`src/rtl/pc_pkg.sv`:
```
// Shared definitions for the fetch-stage next-PC logic.
// Optional feature: RVC_EN (compressed-instruction support).
package pc_pkg;

    localparam int unsigned XLEN        = 32;
    localparam int unsigned INSN_BYTES  = 4;
    localparam int unsigned CINSN_BYTES = 2;

    typedef logic [XLEN-1:0] pc_t;

endpackage : pc_pkg

```
`src/rtl/pc_adder.sv`:
```
// XLEN-wide adder of a PC value and a small constant increment, with carry-out.
module pc_adder
    import pc_pkg::*;
#(
    parameter int unsigned XLEN = pc_pkg::XLEN,
    parameter int unsigned INC  = INSN_BYTES
) (
    input  logic [XLEN-1:0] a,
    output logic [XLEN-1:0] sum,
    output logic            carry
);

    // Widen by one bit so the carry-out falls out of the addition directly.
    always_comb begin
        {carry, sum} = {1'b0, a} + (XLEN+1)'(INC);
    end

endmodule : pc_adder

```
`src/rtl/pc_plus4.sv`:
```
// Next-sequential-PC generator for the fetch stage: combinational pc+4 with
// wrap/misalign flags, plus a registered copy for the decode stage.
// Optional feature: RVC_EN adds is_c/pc_next (+2 or +4 increment) and
// relaxes the alignment check to halfword.
module pc_plus4
    import pc_pkg::*;
#(
    parameter int unsigned XLEN = pc_pkg::XLEN
) (
    input  logic            clk,
    input  logic            rst,
    input  logic [XLEN-1:0] pc,
    input  logic            en,
`ifdef RVC_EN
    input  logic            is_c,
    output logic [XLEN-1:0] pc_next,
`endif
    output logic [XLEN-1:0] pc4,
    output logic            wrap,
    output logic            misalign,
    output logic [XLEN-1:0] pc4_q,
    output logic            wrap_q,
    output logic            misalign_q
);

    logic            carry4;
    logic [XLEN-1:0] pc4_d;
    logic            wrap_d;
    logic            misalign_d;

    pc_adder #(
        .XLEN (XLEN),
        .INC  (INSN_BYTES)
    ) u_add4 (
        .a     (pc),
        .sum   (pc4),
        .carry (carry4)
    );

`ifdef RVC_EN
    logic [XLEN-1:0] pc2;
    logic            carry2;

    pc_adder #(
        .XLEN (XLEN),
        .INC  (CINSN_BYTES)
    ) u_add2 (
        .a     (pc),
        .sum   (pc2),
        .carry (carry2)
    );

    // Select the increment for the current instruction size; wrap follows the selected sum.
    always_comb begin
        pc_next  = is_c ? pc2 : pc4;
        wrap     = is_c ? carry2 : carry4;
        misalign = pc[0];
    end
`else
    // Fixed 4-byte step: wrap is the +4 carry, word alignment required.
    always_comb begin
        wrap     = carry4;
        misalign = |pc[1:0];
    end
`endif

    // Capture the combinational results when enabled, otherwise hold.
    always_comb begin
        pc4_d      = pc4_q;
        wrap_d     = wrap_q;
        misalign_d = misalign_q;
        if (en) begin
            pc4_d      = pc4;
            wrap_d     = wrap;
            misalign_d = misalign;
        end
    end

    // Output register bank, cleared asynchronously by rst.
    always_ff @(posedge clk or posedge rst) begin
        if (rst) begin
            pc4_q      <= '0;
            wrap_q     <= 1'b0;
            misalign_q <= 1'b0;
        end else begin
            pc4_q      <= pc4_d;
            wrap_q     <= wrap_d;
            misalign_q <= misalign_d;
        end
    end

endmodule : pc_plus4

```
`config.mk`:
```
export PLATFORM = sky130hd
export DESIGN_NAME = pc_plus4
export DESIGN_NICKNAME = d
export VERILOG_FILES = /design/src/rtl/pc_pkg.sv /design/src/rtl/pc_adder.sv /design/src/rtl/pc_plus4.sv
export SDC_FILE = /design/constraint.sdc
export NUM_CORES = 1
export LEC_CHECK = 0
export BUFFER_PORTS_ARGS = -buffer_cell sky130_fd_sc_hd__buf_2
export CAP_MARGIN = 10
export CORE_MARGIN = 4
export CORE_UTILIZATION = 45
export CTS_CLUSTER_SIZE = 28
export DETAILED_ROUTE_END_ITERATION = 8
export PLACE_DENSITY_LB_ADDON = 0.3
export SLEW_MARGIN = 20
export SYNTH_ARGS = -nofsm -noshare
export SYNTH_HDL_FRONTEND = slang
export SYNTH_SLANG_ARGS = --single-unit
```
`constraint.sdc`:
```
create_clock -name clk -period 5.5 [get_ports clk]
set_input_delay 1.1 -clock clk [delete_from_list [all_inputs] [get_ports clk]]
set_output_delay 1.1 -clock clk [all_outputs]
set_load 0.02 [all_outputs]
```
==> results of run 1 <==
## worst paths after layout
kind	from	depth (start not counted)	to	slack [ns]
max	pc[2]	7	pc4[30]	1.34
min	wrap_q	2	wrap_q	0.50
max reg2reg	pc4_q[3]	1	pc4_q[3]	4.73
min reg2reg	wrap_q	2	wrap_q	0.50
max in group asynchronous	rst	3	pc4_q[28]	4.28
min in group asynchronous	rst	3	pc4_q[21]	0.91
## cell families after synthesis
| kind of cell | after synthesis | synth area share |
|---|---|---|
| simple gates | 105 | 0.2740 |
| flops | 34 | 0.4205 |
| compound gates | 33 | 0.1119 |
| buf+inv | 21 | 0.05751 |
| mux | 14 | 0.07792 |
| xor+xnor | 12 | 0.05195 |
| fa+ha+maj | 1 | 0.006183 |
## flip-flops by register name (all words and copies together) (netlist names)
name and cells:
pc4_q 32, misalign_q 1, wrap_q 1
## power breakdown
part	switching [mW]	internal [mW]
Sequential	0.0111	0.274
Clock	0.0899	0.145
Combinational	0.111	0.0602
Total	0.212	0.479
## per-layer routing
metal | GRT usage | vias up | part of all wire
li1 | - | 989 | -
met1 | 0.2283 | 960 | 0.41
met2 | 0.3124 | 65 | 0.50
met3 | 0.04673 | 8 | 0.070
met4 | 0.08103 | 0 | 0.017
met5 | 0 | - | 0
## final cells by class
class	count	share of cell area
multi-input combinational	165	0.4011
sequential	34	0.3232
timing repair buffer	103	0.1968
clock buffer	6	0.03137
tap	52	0.02471
clock inverter	1	0.01141
inverter	8	0.01141
## critical path: cells and delay by family
kind          cells  cell delay (ns)
simple gates      4             1.45
buf+inv           2             0.28
fa+ha+maj         1             0.21
## stage by stage
stage / cell area [um^2] / setup slack [ns] / cells
detailed placement: 2520 / 1.351 / 362
global placement: 2520 / 1.387 / 362
floorplan: 2023 / 1.744 / 220
finish: 2633 / 1.344 / 369
global route: 2633 / 1.197 / 369
CTS: 2633 / 1.348 / 369
## synth_stat cells (4+ instances only)
master     n  share of area
a31oi_1   16          0.049
buf_6      4          0.022
clkbuf_1   6          0.011
dfrtp_1   34           0.42
inv_1      8          0.015
mux2_2    14          0.078
nand2_1   28          0.052
nand3_1   12          0.030
nand4_1    5          0.015
nor2_1    29          0.054
nor3_1     4         0.0099
nor4_1     4          0.012
o31ai_1   12          0.045
or4_1      5          0.019
or4_4      7          0.039
xnor2_1    4          0.017
xor2_1     8          0.035
==> flow_metrics.tcl, run 1 <==
set metrics [dict create \
    ys_warn_count 0 \
    drv_slew 0 \
    initial_core_util 0.4647 \
    wl_per_cell_um 14.37 \
    ys_ff_latch 34 \
    outcome "finished clean" \
    cp_slowest_stage_delay_ns 0.65 \
    arrival_ns 3.06 \
    clockBufferDepth 2 \
    tns_ns 0 \
    drt-initial-drc-count 63 \
    syn-num-nets 256 \
    worst-path-max-fanout 14 \
    gr-usage-all-layers 0.1870 \
    rows 24 \
    setup_viol_count_final 0 \
    io_buffers 102 \
    h-tree-depth 2 \
    first_global_vias 1876 \
    postCtsSetupBuffers 0 \
    hp-class "register to register" \
    drv_cap 0 \
    route.detailed.drc 0 \
    yosysSeqAreaShare 0.4205 \
    final_util 0.6046 \
    critPathRequiredTime_ns 4.40 \
    die_area_um2 5633 \
    skew_ns 0 \
    syn_to_final_growth_pct 30.12 \
    numClockSinks 34 \
    async_reset_ff_frac 1.000 \
    crit_path_cell_trace "buf_2 > ha_1 > nand2_1 > or4_4 > or4_1 > nand2_1 > buf_2" \
    max_freq_ghz 0.2406 \
    hold_violations 0 \
    yosys.cell_types.count 30 \
    period_minus_slack_ns 4.156 \
    slowest_stage "or4_4" \
    antenna_found_initial 0 \
    numCtsBuffers 5 \
    vias 2022 \
    synth-main-ff-cell "dfrtp_1" \
    final_nets 353 \
    drive_gt1_frac 0.4290 \
    ant_nets 0 \
    drt_first_pass_iters 4 \
    ir_worst_vdd_v 0.0001344 \
    clock_latency_ns 0.28 \
    total_power_mw 0.6910 \
    regArea_um2 850.8 \
    viasPerCell 5.480 \
    grt_setup_unrepaired "no" \
    grt_max_degree 50 \
    diodes 0 \
    fin_crit_sh 0.7556 \
    power_leakage_nw 1.235 \
    hpwl_mm 3.984 \
    final_common_cell "buf_2" \
    ios 103 \
    n_fill_cell 390 \
    slew-limit-headroom 0.4047 \
    synth-edff-count 0 \
    detail_route.wirelength_mm 5.302 \
    die_width_um 75.05 \
    cts_resized 0 \
    place.gp.congestion 0.7778 \
    core-area_um2 4354 \
    cts_tree "built" \
    ctsHoldBuffers 0 \
    grt_pass1_wl_mm 8.169 \
    final_cell_mix "buf_2, dfrtp_1, nor2_1" \
    synthCells 220 \
    die_h_um 75.05 \
    syn_area_per_cell_um2 9.196 \
    hold-worst-slack_ns 0.4979 \
    synth_area_um2 2023 \
    multi_input_area_um2 1056 \
    endpoint_kind "primary output" \
    crit_type "input port to primary output" \
    startpoint_type "input port" \
    clk_pin_slew_ns 0.07 \
    power-per-cell-area_nw_per_um2 262.5 \
    grt_overflow 0 \
    worst_pin_slew_ns 0.8929 \
    cts_root_buffer "clkbuf_8" \
]
Power figures use the tool's default switching activity.
==> run 2, diff against run 1 <==
CORE_UTILIZATION = 41   (was 45)
clock period = 3.4 ns   (was 5.5 ns; I/O delays follow)
==> run 2 against run 1 <==
Against the previous run: wire length increased by 3.9%; largest power group unchanged; clock-buffer cell count unchanged; critical path depth unchanged; die area increased by 8.7%.
==> flow_metrics.tcl, run 2 (synthesis results as in run 1) <==
set metrics [dict create \
    final_common_cell "buf_2" \
    tns_ns 0 \
    period_minus_slack_ns 3.205 \
    io_buffers 102 \
    antenna_found_initial 0 \
    grt_pass1_wl_mm 9.156 \
    arrival_ns 2.52 \
    startpoint_type "input port" \
    cts_tree "built" \
    clk_pin_slew_ns 0.07 \
    gr-usage-all-layers 0.1886 \
    ios 103 \
    postCtsSetupBuffers 0 \
    numClockSinks 34 \
    wl_per_cell_um 14.20 \
    final_util 0.5587 \
    die_width_um 78.25 \
    design_area_um2 2656 \
    viasPerCell 5.098 \
    power-per-cell-area_nw_per_um2 399.3 \
    largest_reg_flops 32 \
    drv_slew 0 \
    power_leakage_nw 1.238 \
    placed_cell_area_um2 2561 \
    dpl_worst_slack_ns 0.1872 \
    fin_crit_sh 0.9426 \
    hp-class "input port to asynchronous set/reset pin" \
    ant_nets 0 \
    numCtsBuffers 5 \
    worst-path-max-fanout 14 \
    vias 1978 \
    slew-limit-headroom 0.6109 \
    drive_gt1_frac 0.4361 \
    grt_overflow 0 \
    worst_pin_slew_ns 0.5836 \
    setup_viol_count_final 0 \
    hold-worst-slack_ns 0.4816 \
    drt-initial-drc-count 101 \
    final_nets 356 \
    h-tree-depth 2 \
    worst-r2r-cell-count 1 \
    critPathRequiredTime_ns 2.72 \
    worst_r2r_endpoint "pc4_q[8]" \
    route.detailed.drc 0 \
    grt_max_degree 35 \
    initial_core_util 0.4255 \
    detail_route.wirelength_mm 5.510 \
    hold_violations 0 \
    clock_latency_ns 0.29 \
    endpoint_kind "primary output" \
    diodes 0 \
    clockBufferDepth 2 \
    cts_resized 0 \
    ir_worst_vdd_v 0.0002140 \
    final_cells 388 \
    drt_first_pass_iters 4 \
    place.gp.congestion 0.8105 \
    final_cell_mix "buf_2, dfrtp_1, nor2_1" \
    max_freq_ghz 0.3120 \
    reg2reg_setup_slack_ns 2.62 \
    crit_type "input port to primary output" \
    setup_slack_ns 0.1950 \
    reg.largest.list "pc4_q (32), misalign_q (1), wrap_q (1)" \
    r2r-start "pc4_q[8]" \
    total_power_mw 1.061 \
    hpwl_mm 4.148 \
    die_area_um2 6122 \
    grt_setup_unrepaired "no" \
    rows 25 \
    die_h_um 78.25 \
    ctsHoldBuffers 0 \
    first_global_vias 1927 \
    cts_root_buffer "clkbuf_8" \
    skew_ns 0 \
    drv_cap 0 \
    dp_cells 380 \
    syn_to_final_growth_pct 31.29 \
    outcome "finished clean" \
    core-area_um2 4755 \
    regMostFlops "pc4_q" \
]
==> run 2: changes by cell type in the layout (fill, tap and decap cells not counted) <==
cell	delta
bufinv_16	-1
clkinv_2	+1
clkinvlp_4	+1
buf_4	+3
==> run 2: area by class of cell <==
type	instances	area, um^2
Inverter	8	30.03
Fill cell	478	2098
Tap cell	67	83.83
Clock buffer	6	82.58
Clock inverter	2	12.51
Timing Repair Buffer	106	540.5
Sequential cell	34	850.8
Multi-Input combinational cell	165	1056
==> run 2: power breakdown <==
part | total (mW) | switching (mW) | internal [mW] | leakage (nW)
Sequential | 0.461 | 0.0186 | 0.443 | 0.388
Combinational | 0.278 | 0.180 | 0.0988 | 0.803
Clock | 0.321 | 0.158 | 0.163 | 0.0472
Total | 1.06 | 0.356 | 0.705 | 1.24
==> run 2: worst max-delay path by stage <==
stage | endpoint | cells after the start | slack (ns) | start
after floorplan | pc4[30] | 5 | 0.48 | pc[2]
after global placement | pc4[30] | 7 | 0.22 | pc[2]
after detailed placement | pc4[20] | 7 | 0.19 | pc[2]
after CTS | pc4[20] | 7 | 0.19 | pc[2]
after global routing | pc4[28] | 7 | 0.07 | pc[2]
final | pc4[30] | 7 | 0.20 | pc[2]
==> run 2: per-layer routing <==
metal	GRT usage	vias up	part of all wire
met5	0	-	0
li1	-	999	-
met1	0.2251	906	0.43
met3	0.05275	6	0.065
met2	0.3279	67	0.49
met4	0.05944	0	0.014
==> run 2: worst max-delay path, stage by stage <==
cell and delay [ns]:
buf_2 0.12, ha_1 0.20, nand2_1 0.10, or4_4 0.62, or4_1 0.55, nand2_1 0.09
buf_2 0.16
==> run 3, diff against run 2 <==
MAX_ROUTING_LAYER = met4   (was unset)
==> run 3 against run 2 <==
Against the previous run: die area did not move; clock-buffer cell count did not move; cell area did not move; clock skew did not move; hold slack barely moved; maximum frequency barely moved; wire length barely moved; via count did not move; clock power barely moved; non-clock buffer count did not move; critical endpoint unchanged; final cell count did not move; largest power group unchanged.
==> flow_metrics.tcl, run 3 (synthesis results as in run 1) <==
set metrics [dict create \
    drv_slew 0 \
    dp_cells 380 \
    grt_setup_unrepaired "no" \
    gr-usage-all-layers 0.1938 \
    worst_pin_slew_ns 0.5848 \
    place.gp.congestion 0.8224 \
    setup_slack_ns 0.1950 \
    use_met1 0.2309 \
    dpl_worst_slack_ns 0.1872 \
    hpwl_mm 4.148 \
    ir_worst_vdd_v 0.0002142 \
    period_minus_slack_ns 3.205 \
    power_leakage_nw 1.238 \
    final_cell_mix "buf_2, dfrtp_1, nor2_1" \
    slowest_stage "or4_4" \
    critPathRequiredTime_ns 2.72 \
    use_met2 0.3279 \
    ctsHoldBuffers 0 \
    final_cells 388 \
    cp_num_buf_inv 2 \
    cts_root_buffer "clkbuf_8" \
    busiest_layer "met2" \
    cts_tree "built" \
    cp_slowest_stage_delay_ns 0.62 \
    reg.largest.list "pc4_q (32), misalign_q (1), wrap_q (1)" \
    hold_violations 0 \
    drive_gt1_frac 0.4361 \
    crit_type "input port to primary output" \
    crit_path_cell_trace "buf_2 > ha_1 > nand2_1 > or4_4 > or4_1 > nand2_1 > buf_2" \
    cts_resized 0 \
    n_fill_cell 478 \
    wl_per_cell_um 14.21 \
    arrival_ns 2.53 \
    clk_pin_slew_ns 0.07 \
    vias 1978 \
    initial_core_util 0.4255 \
    final_common_cell "buf_2" \
    die_area_um2 6122 \
    io_buffers 102 \
    detail_route.wirelength_mm 5.514 \
    die_h_um 78.25 \
    die_width_um 78.25 \
    fin_crit_sh 0.9427 \
    grt_pass1_wl_mm 9.149 \
    cp_top_family "simple AND/OR/NAND/NOR gates" \
    rows 25 \
    use_met3 0.04358 \
    endpoint_kind "primary output" \
    numClockSinks 34 \
    drv_cap 0 \
    slew-limit-headroom 0.6101 \
    ios 103 \
    route.detailed.drc 0 \
    clockBufferDepth 2 \
    numCtsBuffers 5 \
    viasPerCell 5.098 \
    first_global_vias 1928 \
    clock_latency_ns 0.29 \
    worst-path-max-fanout 14 \
    grt_max_degree 35 \
    syn_to_final_growth_pct 31.29 \
    max_freq_ghz 0.3120 \
    drt_first_pass_iters 4 \
    hp-class "input port to asynchronous set/reset pin" \
    core-area_um2 4755 \
    tns_ns 0 \
    h-tree-depth 2 \
    grt_overflow 0 \
    antenna_found_initial 0 \
    diodes 0 \
    power-per-cell-area_nw_per_um2 399.3 \
    regMostFlops "pc4_q" \
    ant_nets 0 \
    postCtsSetupBuffers 0 \
    outcome "finished clean" \
    startpoint_type "input port" \
    setup_viol_count_final 0 \
    drt-initial-drc-count 101 \
    skew_ns 0 \
    largest_reg_flops 32 \
    final_nets 356 \
]
## run 3: cell type report
cell class / count / area (um^2) / share of cell area
timing repair buffer: 106 / 540.5 / 0.2035
sequential: 34 / 850.8 / 0.3203
inverter: 8 / 30.03 / 0.01130
clock buffer: 6 / 82.58 / 0.03109
tap: 67 / 83.83 / 0.03156
clock inverter: 2 / 12.51 / 0.004710
multi-input combinational: 165 / 1056 / 0.3975
## run 3: stage by stage
stage	total power [mW]	util	instance area [um^2]	hold WS [ns]
after detailed placement	0.7514	0.5387	2561	0.4700
after floorplan	0.6373	-	2023	0.5929
after global placement	0.7468	0.5387	2561	0.4673
final	1.061	0.5587	2656	0.4815
after global routing	1.120	0.5587	2656	0.5180
after CTS	1.076	0.5587	2656	0.4889
## run 3: worst paths after layout
check / from / slack, ns / to / cells past startpoint
max: pc[2] / 0.19 / pc4[30] / 7
min in group clk: wrap_q / 0.49 / wrap_q / 2
max in group asynchronous: rst / 2.59 / pc4_q[18] / 3
min reg2reg: wrap_q / 0.49 / wrap_q / 2
max reg2reg: pc4_q[8] / 2.62 / pc4_q[8] / 1
min: rst / 0.48 / pc4_q[19] / 3
## run 3: report_power, final
part           total (mW)  switching [mW]  internal [mW]  leakage, nW
clock               0.321           0.158          0.163       0.0472
combinational       0.278           0.180         0.0988        0.803
sequential          0.462          0.0187          0.443        0.388
total                1.06           0.356          0.705         1.24
## run 3: layer usage
| metal | up-vias | part of all wire |
|---|---|---|
| met5 | - | 0 |
| met4 | 0 | 0.014 |
| met3 | 6 | 0.054 |
| met2 | 67 | 0.49 |
| met1 | 906 | 0.44 |
| li1 | 999 | - |
